## src/rtl/eclk_sync_seq.sv

```systemverilog
// Purpose: edge-clock resync sequencer -- qualifies PLL lock, stops the edge clock, pulses datapath reset, restarts and checks word alignment with bounded retries.
// Latency: lock reaches the FSM after 2 eclk; all outputs are registered and change on the same edge the state register enters a state.
// Backpressure: none; update_req is honoured only in READY/FAIL and dropped elsewhere, lock loss overrides everything.
module eclk_sync_seq #(
    parameter int LOCK_FILT     = 16,
    parameter int STOP_CYCLES   = 8,
    parameter int RST_CYCLES    = 16,
    parameter int SETTLE_CYCLES = 32,
    parameter int MAX_RETRY     = 3
) (
    input  logic       eclk,
    input  logic       reset,
    input  logic       lock,
    input  logic       update_req,
    input  logic       align_ok,
    output logic       pll_stop,
    output logic       reset_datapath,
    output logic       ready,
    output logic       fail,
    output logic [3:0] attempts
);

    localparam logic [7:0] L_FILT       = 8'(LOCK_FILT);
    localparam logic [7:0] L_STOP_LAST  = 8'(STOP_CYCLES - 1);
    localparam logic [7:0] L_RST_LAST   = 8'(RST_CYCLES - 1);
    localparam logic [7:0] L_SETL_LAST  = 8'(SETTLE_CYCLES - 1);
    localparam logic [3:0] L_RETRY      = 4'(MAX_RETRY);

    typedef enum logic [2:0] {
        S_WAIT_LOCK,
        S_STOP,
        S_RST,
        S_REL,
        S_SETTLE,
        S_CHECK,
        S_READY,
        S_FAIL
    } state_t;

    logic       r_lock_m;
    logic       r_lock_s;
    logic [7:0] r_filt;
    logic [7:0] w_filt_nxt;
    state_t     r_state;
    state_t     w_state_nxt;
    logic [7:0] r_timer;
    logic [7:0] w_timer_nxt;
    logic [3:0] r_att;
    logic [3:0] w_att_nxt;
    logic       r_pll_stop;
    logic       r_reset_dp;
    logic       r_ready;
    logic       r_fail;
    logic       w_pll_stop;
    logic       w_reset_dp;
    logic       w_ready;
    logic       w_fail;

    // Two-flop synchronizer: lock is asynchronous to eclk.
    always_ff @(posedge eclk or posedge reset) begin
        if (reset) begin
            r_lock_m <= 1'b0;
            r_lock_s <= 1'b0;
        end else begin
            r_lock_m <= lock;
            r_lock_s <= r_lock_m;
        end
    end

    // Lock filter: counts consecutive synchronized-high cycles, saturating at LOCK_FILT.
    always_comb begin
        w_filt_nxt = 8'd0;
        if (r_lock_s) begin
            w_filt_nxt = (r_filt == L_FILT) ? r_filt : r_filt + 8'd1;
        end
    end

    // Lock filter register.
    always_ff @(posedge eclk or posedge reset) begin
        if (reset) begin
            r_filt <= 8'd0;
        end else begin
            r_filt <= w_filt_nxt;
        end
    end

    // Next-state, timer and retry counter; lock loss outranks every other decision.
    always_comb begin
        w_state_nxt = r_state;
        w_timer_nxt = 8'd0;
        w_att_nxt   = r_att;
        if (r_state != S_WAIT_LOCK && !r_lock_s) begin
            w_state_nxt = S_WAIT_LOCK;
            w_att_nxt   = 4'd0;
        end else begin
            unique case (r_state)
                S_WAIT_LOCK: begin
                    // Leave on the very edge the filter reaches its target.
                    if (w_filt_nxt == L_FILT) begin
                        w_state_nxt = S_STOP;
                    end
                end
                S_STOP: begin
                    if (r_timer == L_STOP_LAST) begin
                        w_state_nxt = S_RST;
                    end else begin
                        w_timer_nxt = r_timer + 8'd1;
                    end
                end
                S_RST: begin
                    if (r_timer == L_RST_LAST) begin
                        w_state_nxt = S_REL;
                    end else begin
                        w_timer_nxt = r_timer + 8'd1;
                    end
                end
                S_REL: begin
                    if (r_timer == L_STOP_LAST) begin
                        w_state_nxt = S_SETTLE;
                    end else begin
                        w_timer_nxt = r_timer + 8'd1;
                    end
                end
                S_SETTLE: begin
                    if (r_timer == L_SETL_LAST) begin
                        w_state_nxt = S_CHECK;
                    end else begin
                        w_timer_nxt = r_timer + 8'd1;
                    end
                end
                S_CHECK: begin
                    if (align_ok) begin
                        w_state_nxt = S_READY;
                    end else begin
                        w_att_nxt   = r_att + 4'd1;
                        w_state_nxt = (w_att_nxt == L_RETRY) ? S_FAIL : S_STOP;
                    end
                end
                S_READY, S_FAIL: begin
                    if (update_req) begin
                        w_state_nxt = S_STOP;
                        w_att_nxt   = 4'd0;
                    end
                end
            endcase
        end
    end

    // Output decode from the next state so registered outputs line up with the state register.
    always_comb begin
        w_pll_stop = 1'b0;
        w_reset_dp = 1'b0;
        w_ready    = 1'b0;
        w_fail     = 1'b0;
        unique case (w_state_nxt)
            S_WAIT_LOCK: begin
                w_pll_stop = 1'b1;
                w_reset_dp = 1'b1;
            end
            S_STOP, S_REL: begin
                w_pll_stop = 1'b1;
            end
            S_RST: begin
                w_pll_stop = 1'b1;
                w_reset_dp = 1'b1;
            end
            S_SETTLE, S_CHECK: begin
                w_pll_stop = 1'b0;
            end
            S_READY: begin
                w_ready = 1'b1;
            end
            S_FAIL: begin
                w_fail = 1'b1;
            end
        endcase
    end

    // State, timer, retry count and registered outputs.
    always_ff @(posedge eclk or posedge reset) begin
        if (reset) begin
            r_state    <= S_WAIT_LOCK;
            r_timer    <= 8'd0;
            r_att      <= 4'd0;
            r_pll_stop <= 1'b1;
            r_reset_dp <= 1'b1;
            r_ready    <= 1'b0;
            r_fail     <= 1'b0;
        end else begin
            r_state    <= w_state_nxt;
            r_timer    <= w_timer_nxt;
            r_att      <= w_att_nxt;
            r_pll_stop <= w_pll_stop;
            r_reset_dp <= w_reset_dp;
            r_ready    <= w_ready;
            r_fail     <= w_fail;
        end
    end

    assign pll_stop       = r_pll_stop;
    assign reset_datapath = r_reset_dp;
    assign ready          = r_ready;
    assign fail           = r_fail;
    assign attempts       = r_att;

endmodule
```

## config.mk

```make
export PLATFORM = sky130hd
export DESIGN_NAME = eclk_sync_seq
export DESIGN_NICKNAME = d
export VERILOG_FILES = /design/src/rtl/eclk_sync_seq.sv
export SDC_FILE = /design/constraint.sdc
export NUM_CORES = 1
export LEC_CHECK = 0
export ABC_AREA = 1
export CAP_MARGIN = 20
export CORE_AREA = 3 3 62 64
export CTS_BUF_LIST = sky130_fd_sc_hd__clkbuf_2 sky130_fd_sc_hd__clkbuf_4 sky130_fd_sc_hd__clkbuf_8
export CTS_CLUSTER_SIZE = 10
export DETAILED_ROUTE_END_ITERATION = 10
export DIE_AREA = 0 0 65 67
export GPL_TIMING_DRIVEN = 0
export PLACE_DENSITY_LB_ADDON = 0.25
export SLEW_MARGIN = 0
export SYNTH_ARGS = -nofsm -noshare
export SYNTH_HDL_FRONTEND = slang
export SYNTH_SLANG_ARGS = --single-unit
export TNS_END_PERCENT = 5
```

## constraint.sdc

```tcl
create_clock -name eclk -period 2.3 [get_ports eclk]
set_input_delay 0.575 -clock eclk [delete_from_list [all_inputs] [get_ports eclk]]
set_output_delay 0.575 -clock eclk [all_outputs]
set_load 0.01 [all_outputs]
```

======== After elaboration in Yosys (flattened, before gate mapping) ========
Index checks and enable logic that the tools add are counted.
storage, ports and cells
  bits in registers ....................... 29
  input bits .............................. 5
  output and inout bits ................... 8
  word-level logic and storage cells ...... 69
cells by class
  add/subtract/negate cells ............... 3
  equality and inequality tests ........... 20
  multiplexer cells ....................... 25
  reduce and logical (&&, ||, !) cells .... 11
operators with widths
  kind                                           count
  2-to-1 mux 8 bit                               6
  2-to-1 mux 3 bit                               9
  == test 8 x 5 -> 1 bit, second input constant  3
  one-hot mux 8 bit (3 select lines)             1
  one-hot mux 3 bit (7 select lines)             1
  == test 3 bit, second input constant           6
  adder 8 x 1 -> 8 bit, second input constant    2
  == test 3 x 2 -> 1 bit, second input constant  4
  2-to-1 mux 4 bit                               3
  == test 8 x 3 -> 1 bit, second input constant  1
  == test 8 x 4 -> 1 bit, second input constant  1
  one-hot mux 4 bit (2 select lines)             1
  == test 3 x 1 -> 1 bit, second input constant  2
  logical NOT 3 bit                              2
  inequality test 3 bit, second input constant   2
  nonzero test 3 bit                             2
  OR reduction 2 bit                             3
  adder 4 x 1 -> 4 bit, second input constant    1
  == test 4 x 2 -> 1 bit, second input constant  1
  2-to-1 mux 1 bit                               4
  OR reduction 4 bit                             1
  AND reduction 3 bit                            1
  logical AND 1 bit                              1
  logical NOT 1 bit                              1

======== Longest topological paths before layout ========
Gate-level depths: netlist (run 1).
  depth after elaboration ................. 10
  depth in mapped cells ................... 12
  mapped depth without buffers ............ 12

======== Worst setup path after synthesis (run 1) ========
No wires, ideal clock.
  path type ............................... register to register
  start point ............................. register r_filt[0]
  end point ............................... register r_ready (netlist: ready)
  library setup time ...................... 0.117 ns
  data arrival time ....................... 1.351 ns
  required time ........................... 2.183 ns
  setup slack ............................. 0.831 ns
  cell stages (with the launch flop) ...... 12
  path buffers ............................ 0
  period minus slack after synthesis ...... 1.469 ns
  cell sequence ........................... dfrtp_1 > inv_1 > ha_1 > inv_1 > nor3_2 > nand2_2 > nand3_1 > nand3_1 > nor2_2 > nand3_2 > nand2_2 > nor2_1
between the ends
  word-level cells in the longest chain between the ends .. 9
  elaborated cells on any way between the ends .. 10
  those cells by class .................... add/sub: 1; eq/ne: 3; mux: 6
ends and longest elaborated chain
  element                                                         line  source
  start, declared                                                 42    logic [7:0] r_filt;
  start signal, assigned                                          83    r_filt <= w_filt_nxt;
  adder 8 x 1 -> 8 bit or == test 8 x 5 -> 1 bit (tied branches)  74    w_filt_nxt = (r_filt == L_FILT) ? r_filt : r_filt + 8'd1;
  2-to-1 mux 8 bit (*)                                            74
  2-to-1 mux 8 bit (*)                                            73    if (r_lock_s) begin
  == test 8 x 5 -> 1 bit (*)                                      99    if (w_filt_nxt == L_FILT) begin
  2-to-1 mux 3 bit (*)                                            99
  one-hot mux 3 bit (7 select lines) (*)                          96    unique case (r_state)
  2-to-1 mux 3 bit (*)                                            92    if (r_state != S_WAIT_LOCK && !r_lock_s) begin
  via w_state_nxt[0]                                              45    state_t w_state_nxt;
  == test 3 bit (*)                                               155   unique case (w_state_nxt)
  2-to-1 mux 1 bit (*)                                            155
  via w_ready                                                     56    logic w_ready;
  end signal, assigned                                            195   r_ready <= w_ready;
  end, declared                                                   52    logic r_ready;
The timed path passes the listed nets; every way through them passes the cells marked *.
A chain may end at the register's enable or synchronous reset.

======== Final worst setup path (run 1) ========
  start point ............................. register r_pll_stop (netlist: pll_stop)
  end point ............................... output port pll_stop
RTL lines
  element                 line  source
  start, declared         50    logic r_pll_stop;
  start signal, assigned  193   r_pll_stop <= w_pll_stop;
  end, declared           16    output logic pll_stop,
No word-level cell between the ends.

==> results.ini, run 1 <==
[routing]
viasPerCell = 4.82
drt_iter0_drc = 48
first_pass_iters = 4
drc = 0
ant_nets = 0
route.final.wire_length_mm = 2.92
wire_per_inst_um = 10.7
vias = 1315

[yosys]
synth_seq_cells = 29
yosys-top-cells-area = dfrtp_1 41%, nand2_1 8.4%, inv_1 7.5%
mappedNetlistNets = 217
synth.yosys.seq_area_share_pct = 43.9
syn_avg_cell_area_um2 = 8.01
yosys.area.top_type = dfrtp_1
yosysTopAreaCellShare_pct = 40.8
netlist_area_um2 = 1660
synth.distinct_cells = 30
syn-instance-count = 207
ys_warn_count = 0

[cts]
cts_made_buffers = 5
clkLatencyLatePin_ns = 0.32
cts_setup_buffers = 0
cts_buffer_depth = 2
cts_hold_buffers = 0
htreeDepth = 2
clk_pin_slew_ns = 0.08
cts_sinks = 29
post_cts_resized = 0
cts_tree = done
cts-root-buf = clkbuf_4

[global_route]
track_usage_pct = 15.8
grt_antenna_before_repair = 0
grt_overflow = 0
grt_first_pass_wirelength_mm = 5.09
grt_pass1_vias = 1204
grt_max_degree = 30

[final_layout]
design_area_um2 = 1920
final_common_cell = nand2_1
fin_nets = 237
finalNonFillerCells = 273
layout_common_cells = 37 x nand2_1, 33 x inv_1, 27 x dfrtp_1
seqCellArea_um2 = 728
drive_gt1_share_pct = 16.3
num-fill-cells = 303
antenna_cells = 0
syn_to_final_growth_pct = 15.9
multi_input_area_um2 = 772

[setup_path]
worstPathArrival_ns = 1.37
crit_path_end_kind = output pin
crit_chain = clkdlybuf4s50_1
cp_num_buf_inv = 1
path_max_fanout = 1
crit_required_ns = 1.73
critPathSlowestCell = clkdlybuf4s50_1
critPathTopFamily = buffers and inverters
start_kind = flip-flop
max_stage_delay_ns = 0.53
critical_path_class = reg -> out

[timing]
finalCriticalPeriod_ns = 1.95
tightest_slew_ns = 0.357
skew_ns = 0.00487
finalSetupTns_ns = 0
fin_crit_sh_pct = 84.7
setup_viol = 0
hold_violations = 0
final_max_slew_viol_count = 0
max-slew-margin-rel_pct = 76.2
fmax_ghz = 0.514
setup_ws_ns = 0.353
rsz0062_at_grt = false

[place]
io_buffers = 12
place_area_um2 = 1840
dpl.hpwl_mm = 2.27
place_ws_ns = 0.403
gp_congestion = 0.777
dp.cells = 265

[power]
power-per-cell-area_nw_per_um2 = 464
power.total_mw = 0.892
p_leak_nw = 0.978
peakVddDrop_mv = 0.332

[die]
chipHeight_um = 67
core_area_um2 = 3340
dieArea_um2 = 4360
initial_core_util_pct = 49.7
io_pins = 13
rows = 21
die_width_um = 65

[flow_run]
timing.max_cap.violations = 0

[run_status]
status = finished, final reports clean

[hold_path]
hold_class = reg -> reg

## sequential cells by signal, indices dropped and copies added, names as in the netlist
| register | cells |
|---|---|
| pll_stop | 1 |
| ready | 1 |
| fail | 1 |
| r_filt | 8 |
| r_timer | 8 |
| r_lock_m | 1 |
| r_state | 3 |
| r_lock_s | 1 |
| attempts | 4 |
| reset_datapath | 1 |
## cells by family after synthesis
logic type      after synthesis  share of synthesized area (%)
buf+inv                      40                           9.51
compound gates               21                           8.15
fa+ha+maj                     5                           3.77
simple gates                107                           32.0
flops                        29                           43.9
xor+xnor                      5                           2.64
## metal layers
layer	vias to the layer above	part of all wire, %	global-route usage [%]
li1	694	-	-
met1	607	46	18.7
met2	9	50	25.9
met3	5	2.4	5.06
met4	0	1.8	7.12
met5	-	0	0
## stage by stage
step	hold slack, ns	utilization [%]
after CTS	0.355	56.8
final	0.351	57.6
after global routing	0.376	57.6
after floorplan	0.331	-
after detailed placement	0.336	55.0
after global placement	0.334	55.0
## report_power, final
group / leakage [nW] / switching (mW) / total, mW / internal (mW)
Clock: 0.0348 / 0.160 / 0.316 / 0.156
Combinational: 0.552 / 0.0327 / 0.0549 / 0.0222
Sequential: 0.391 / 0.00513 / 0.521 / 0.515
Total: 0.978 / 0.198 / 0.892 / 0.693
## synthesized netlist by cell type
master and count:
a21oi_1 6, a21oi_2 1, buf_4 2, clkinv_1 1, dfrtp_1 27, dfstp_2 2
ha_1 5, inv_1 33, inv_2 4, nand2_1 37, nand2_2 4, nand3_1 19
nand3_2 2, nand3b_1 2, nand4_1 3, nor2_1 23, nor2_2 4, nor2_4 4
nor3_1 4, nor3_2 1, nor3b_2 1, nor4_1 2, o21ai_0 4, o21ai_1 2
o21ai_2 3, o21bai_1 2, o22ai_1 2, o22ai_2 1, or2_1 1, xor2_1 5
## worst paths after layout
path / slack (ns) / endpoint / depth (start not counted) / from
min reg2reg: 0.35 / r_lock_s$_DFF_PP0_ / 0 / r_lock_m$_DFF_PP0_
max reg2reg: 0.65 / ready$_DFF_PP0_ / 11 / r_filt[0]$_DFF_PP0_
min in group asynchronous: 0.50 / r_lock_m$_DFF_PP0_ / 2 / reset
min: 0.35 / r_lock_s$_DFF_PP0_ / 0 / r_lock_m$_DFF_PP0_
max: 0.35 / pll_stop / 1 / pll_stop$_DFF_PP1_
max in group asynchronous: 1.32 / pll_stop$_DFF_PP1_ / 3 / reset
## area by class of cell
| cell class | count | share of cell area (%) |
|---|---|---|
| Multi-Input combinational cell | 138 | 40.2 |
| Sequential cell | 29 | 37.9 |
| Timing Repair Buffer | 13 | 7.68 |
| Inverter | 38 | 7.42 |
| Clock buffer | 7 | 3.06 |
| Tap cell | 46 | 2.99 |
| Buffer | 2 | 0.781 |
Power figures use the tool's default switching activity.
==> run 2: changes to the inputs <==
==> constraint.sdc (replaced) <==
create_clock -name eclk -period 1.8 [get_ports eclk]
set_input_delay 0.45 -clock eclk [delete_from_list [all_inputs] [get_ports eclk]]
set_output_delay 0.45 -clock eclk [all_outputs]
set_load 0.01 [all_outputs]
==> run 2 against run 1 <==
  * Final area is 0.46% higher
  * Clock power is 28% higher
  * Utilization is 0.26 points higher
  * Register-to-register slack worse by 0.49 ns
  * Clock skew hardly changed
  * Critical path depth stayed put
  * Sequential cell count stayed put
  * Die area stayed put
  * Combinational power is 32% higher
==> results.ini, run 2 (synthesized netlist as in run 1, its figures left out) <==
[cts]
cts_tree = done
cts_hold_buffers = 0  ; unchanged
clk_pin_slew_ns = 0.08  ; about the same
cts_buffer_depth = 2  ; unchanged
htreeDepth = 2  ; unchanged
cts_sinks = 29  ; unchanged
clkLatencyLatePin_ns = 0.32  ; about the same
post_cts_resized = 2  ; +2
cts-root-buf = clkbuf_4
cts_setup_buffers = 0  ; unchanged
cts_made_buffers = 5  ; unchanged

[global_route]
grt_max_degree = 30  ; unchanged
track_usage_pct = 15.8  ; +0.072 points
grt_first_pass_wirelength_mm = 5.11  ; +0.53%
grt_antenna_before_repair = 0  ; unchanged
grt_pass1_vias = 1206  ; +0.17%
grt_overflow = 0  ; unchanged

[setup_path]
max_stage_delay_ns = 0.55  ; +0.02 ns
start_kind = flip-flop
startpoint = attempts[0]$_DFFE_PP0P_
critPathTopFamily = buffers and inverters
cp_num_buf_inv = 1  ; unchanged
path_max_fanout = 4  ; +3
worstPathArrival_ns = 1.26  ; -0.11 ns
crit_chain = clkdlybuf4s50_1
reg2reg_from = r_filt[0]$_DFF_PP0_
critPathSlowestCell = clkdlybuf4s50_1
crit_required_ns = 1.35  ; -0.38 ns
crit_path_end_kind = output pin
critical_path_class = reg -> out

[die]
die_width_um = 65  ; unchanged
chipHeight_um = 67  ; unchanged
rows = 21  ; unchanged
dieArea_um2 = 4360  ; unchanged
io_pins = 13  ; unchanged
core_area_um2 = 3340  ; unchanged
initial_core_util_pct = 49.7  ; unchanged

[routing]
first_pass_iters = 4  ; unchanged
ant_nets = 0  ; unchanged
wire_per_inst_um = 10.8  ; +1.2%
viasPerCell = 4.81  ; -0.23%
vias = 1312  ; -0.23%
drc = 0  ; unchanged
route.final.wire_length_mm = 2.96  ; +1.2%
drt_iter0_drc = 46  ; -4.2%

[timing]
setup_viol = 0  ; unchanged
worst_hold_slack_ns = 0.351  ; -0.000138 ns
tightest_slew_ns = 0.357  ; unchanged
final_max_slew_viol_count = 0  ; unchanged
fin_crit_sh_pct = 94.9
finalCriticalPeriod_ns = 1.71
max-slew-margin-rel_pct = 76.2  ; unchanged
finalSetupTns_ns = 0  ; unchanged
hold_violations = 0  ; unchanged
fmax_ghz = 0.586
skew_ns = 0.00487  ; -0.000000140 ns
rsz0062_at_grt = false

[final_layout]
num-fill-cells = 301  ; -0.66%
layout_common_cells = 37 x nand2_1, 33 x inv_1, 27 x dfrtp_1
final_common_cell = nand2_1
drive_gt1_share_pct = 16.3  ; unchanged
antenna_cells = 0  ; unchanged
fin_nets = 237  ; unchanged
syn_to_final_growth_pct = 16.5

[power]
p_leak_nw = 1.01  ; +3.4%
seq_power_share_pct = 58.3  ; about the same
power_frac_clock_pct = 35.4  ; about the same
p_switching_mw = 0.255  ; +29%
power-per-cell-area_nw_per_um2 = 592  ; +28%
peakVddDrop_mv = 0.423  ; +27%
switching_share_pct = 22.3  ; +0.094 points
power_frac_comb_pct = 6.4  ; +0.2 points
internal-power_mw = 0.887  ; +28%

[hold_path]
hold_class = reg -> reg
hp-start = r_lock_m$_DFF_PP0_

[flow_run]
timing.max_cap.violations = 0  ; unchanged

[place]
io_buffers = 12  ; unchanged
dpl.hpwl_mm = 2.27  ; unchanged
gp_congestion = 0.777  ; unchanged

[run_status]
status = finished, final reports clean

==> run 2: changes by cell type in the layout (fill, tap and decap cells not counted), sizes merged <==
cell | before | now
clkdlybuf4s50 | 12 | 8
dlygate4sd2 | 0 | 2
dlymetal6s2s | 0 | 2
==> run 2: path summary, 6_finish.rpt <==
check	endpoint	slack [ns]	cells past startpoint
worst max-delay path	attempts[0]	0.09	1
worst min-delay path	r_lock_s$_DFF_PP0_	0.35	0
worst max register to register	ready$_DFF_PP0_	0.16	11
worst min register to register	r_lock_s$_DFF_PP0_	0.35	0
max in group asynchronous	pll_stop$_DFF_PP1_	0.95	3
min in group asynchronous	r_lock_m$_DFF_PP0_	0.37	2
==> run 2: routing by layer <==
layer	vias to the layer above	routed length [µm]	GRT usage [%]	part of all wire, %
met3	5	71	5.06	2.4
met2	9	1470	25.9	50
met4	0	53	7.12	1.8
met5	-	0	0	0
li1	694	-	-	-
met1	604	1370	18.9	46
==> run 2: final cells by class <==
cell class                      count  area (µm²)  share of cell area [%]
Multi-Input combinational cell    138         778                    40.3
Sequential cell                    29         728                    37.7
Buffer                              2        15.0                   0.778
Clock buffer                        7        58.8                    3.05
Timing Repair Buffer               13         150                    7.78
Tap cell                           46        57.6                    2.98
Inverter                           38         143                    7.39
==> run 2: stage by stage <==
step / setup WS (ns) / instance area, µm² / std cells / utilization [%] / power [mW]
after CTS: 0.0337 / 1890 / 272 / 56.7 / 1.16
after floorplan: 0.331 / 1660 / 207 / - / 0.722
final: 0.0923 / 1930 / 273 / 57.9 / 1.14
after global routing: 0.00681 / 1930 / 273 / 57.9 / 1.21
after global placement: 0.0370 / 1840 / 265 / 55.0 / 0.741
after detailed placement: 0.0281 / 1840 / 265 / 55.0 / 0.742
==> run 2: power groups by stage <==
stage	Clock (mW)	Sequential [mW]	Combinational [mW]
CTS	0.426	0.665	0.0642
detailed placement	0	0.678	0.0639
finish	0.404	0.666	0.0727
global route	0.460	0.668	0.0817
global placement	0	0.678	0.0628
floorplan	0	0.677	0.0451
==> run 3: changes to the inputs <==
--- a/config.mk
+++ b/config.mk
@@ -12,7 +12,6 @@
 export CTS_CLUSTER_SIZE = 10
 export DETAILED_ROUTE_END_ITERATION = 10
 export DIE_AREA = 0 0 65 67
-export GPL_TIMING_DRIVEN = 0
 export PLACE_DENSITY_LB_ADDON = 0.25
 export SLEW_MARGIN = 0
 export SYNTH_ARGS = -nofsm -noshare
==> run 3 against run 2 <==
  * Total power increased by 3.1%
  * Combinational power decreased by 14%
  * Critical path depth unchanged
  * Register-to-register slack improved by 0.02 ns
  * Highest routed layer unchanged
  * First-iteration DRC count increased by 61%
  * Sequential cell count unchanged
  * Setup slack got worse by 0.036 ns
==> results.ini, run 3 (synthesized netlist as in run 1, its figures left out) <==
[die]
rows = 21  ; unchanged
initial_core_util_pct = 49.7  ; unchanged
dieArea_um2 = 4360  ; unchanged
core_area_um2 = 3340  ; unchanged
die_width_um = 65  ; unchanged
io_pins = 13  ; unchanged
chipHeight_um = 67  ; unchanged

[setup_path]
critPathTopFamily = buffers and inverters
critPathSlowestCell = clkdlybuf4s50_1
cp_num_buf_inv = 1  ; unchanged
start_kind = flip-flop
crit_path_end_kind = output pin
crit_chain = clkdlybuf4s50_1
crit_required_ns = 1.35  ; about the same
max_stage_delay_ns = 0.55  ; about the same
critical_path_class = reg -> out
path_max_fanout = 4  ; unchanged
worstPathArrival_ns = 1.29  ; +0.03 ns

[run_status]
status = finished, final reports clean

[cts]
cts_hold_buffers = 0  ; unchanged
cts_made_buffers = 5  ; unchanged
htreeDepth = 2  ; unchanged
cts-root-buf = clkbuf_4
cts_buffer_depth = 2  ; unchanged
cts_tree = done
clk_pin_slew_ns = 0.10  ; +0.02 ns
cts_sinks = 29  ; unchanged
clkLatencyLatePin_ns = 0.33  ; about the same

[final_layout]
layout_common_cells = 37 x nand2_1, 33 x inv_1, 27 x dfrtp_1
antenna_cells = 0  ; unchanged
syn_to_final_growth_pct = 15.8
fin_util_pct = 57.5  ; -0.34 points
drive_gt1_share_pct = 16.7  ; +0.37 points
final_common_cell = nand2_1
fin_nets = 237  ; unchanged

[timing]
setup_ws_ns = 0.0565  ; -0.0358 ns
fmax_ghz = 0.574  ; -2.1%
hold_violations = 0  ; unchanged
final_max_slew_viol_count = 0  ; unchanged
setup_viol = 0  ; unchanged
fin_crit_sh_pct = 96.9  ; +2.0 points
tightest_slew_ns = 0.374  ; +0.0169 ns
finalCriticalPeriod_ns = 1.74  ; +0.0358 ns
max-slew-margin-rel_pct = 75.1  ; -1.1 points
skew_ns = 0.0112  ; +0.00633 ns
finalSetupTns_ns = 0  ; unchanged

[place]
io_buffers = 12  ; unchanged
dpl.hpwl_mm = 2.31  ; +1.6%
gp_congestion = 0.899  ; +16%
place_ws_ns = 0.123  ; +0.0948 ns

[power]
power.total_mw = 1.18  ; +3.1%
seq_power_share_pct = 56.8  ; -1.5 points
power_frac_comb_pct = 5.3  ; -1.1 points
p_leak_nw = 0.991  ; -1.9%
internal-power_mw = 0.909  ; +2.4%
power_frac_clock_pct = 37.9  ; +2.5 points
power-per-cell-area_nw_per_um2 = 613  ; +3.7%
switching_share_pct = 22.8  ; +0.51 points
peakVddDrop_mv = 0.274  ; -35%
p_switching_mw = 0.269  ; +5.4%

[flow_run]
timing.max_cap.violations = 0  ; unchanged

[hold_path]
hold_class = reg -> reg

[routing]
route.final.wire_length_mm = 3.01  ; +1.8%
vias = 1300  ; -0.91%
ant_nets = 0  ; unchanged
wire_per_inst_um = 11.0  ; +1.5%
drc = 0  ; unchanged
viasPerCell = 4.74  ; -1.3%
drt_iter0_drc = 74  ; +61%
first_pass_iters = 4  ; unchanged

[global_route]
track_usage_pct = 16.4  ; +0.53 points
grt_pass1_vias = 1248  ; +3.5%
grt_max_degree = 30  ; unchanged
grt_antenna_before_repair = 0  ; unchanged
grt_first_pass_wirelength_mm = 5.33  ; +4.3%
grt_overflow = 0  ; unchanged

-- run 3: worst paths after layout --
path	to	startpoint	slack [ns]	depth (start not counted)
max	attempts[0]	attempts[0]$_DFFE_PP0P_	0.06	1
min	r_lock_s$_DFF_PP0_	r_lock_m$_DFF_PP0_	0.36	0
max reg2reg	reset_datapath$_DFF_PP1_	attempts[1]$_DFFE_PP0P_	0.18	9
min reg2reg	r_lock_s$_DFF_PP0_	r_lock_m$_DFF_PP0_	0.36	0
max in group asynchronous	reset_datapath$_DFF_PP1_	reset	1.01	3
min in group asynchronous	fail$_DFF_PP0_	reset	0.48	3
-- run 3: repair_timing --
action,4_1_cts,5_1_grt
gates cloned,0,0
endpoints found under the setup margin,2,4
resized for setup,2,2
setup buffers,0,2
-- run 3: through the flow --
step / hold WS [ns] / cells / area (µm²)
6_report: 0.360 / 274 / 1920
5_1_grt: 0.373 / 274 / 1920
4_1_cts: 0.364 / 272 / 1900
3_5_place_dp: 0.344 / 264 / 1830
3_3_place_gp: 0.336 / 264 / 1830
2_1_floorplan: 0.331 / 207 / 1660
-- run 3: layout make-up --
| cell class | instances | area, µm² |
|---|---|---|
| Multi-Input combinational cell | 138 | 778 |
| Clock buffer | 7 | 65.1 |
| Clock inverter | 1 | 5.00 |
| Timing Repair Buffer | 15 | 143 |
| Inverter | 38 | 143 |
| Fill cell | 327 | 1420 |
| Sequential cell | 29 | 728 |
| Tap cell | 46 | 57.6 |
-- run 3: metal layers --
metal	track usage (%)	share of wire, %	up-vias
met3	5.56	2.8	6
li1	-	-	698
met2	25.8	47	11
met4	6.33	1.8	0
met1	20.6	49	585
met5	0	0	-
-- run 3: power by group through the flow --
stage | Clock [mW] | Sequential [mW] | Combinational (mW)
final | 0.447 | 0.668 | 0.0623
after global routing | 0.500 | 0.670 | 0.0719
after CTS | 0.465 | 0.668 | 0.0619
after detailed placement | 0 | 0.681 | 0.0618
after global placement | 0 | 0.681 | 0.0598
after floorplan | 0 | 0.677 | 0.0451
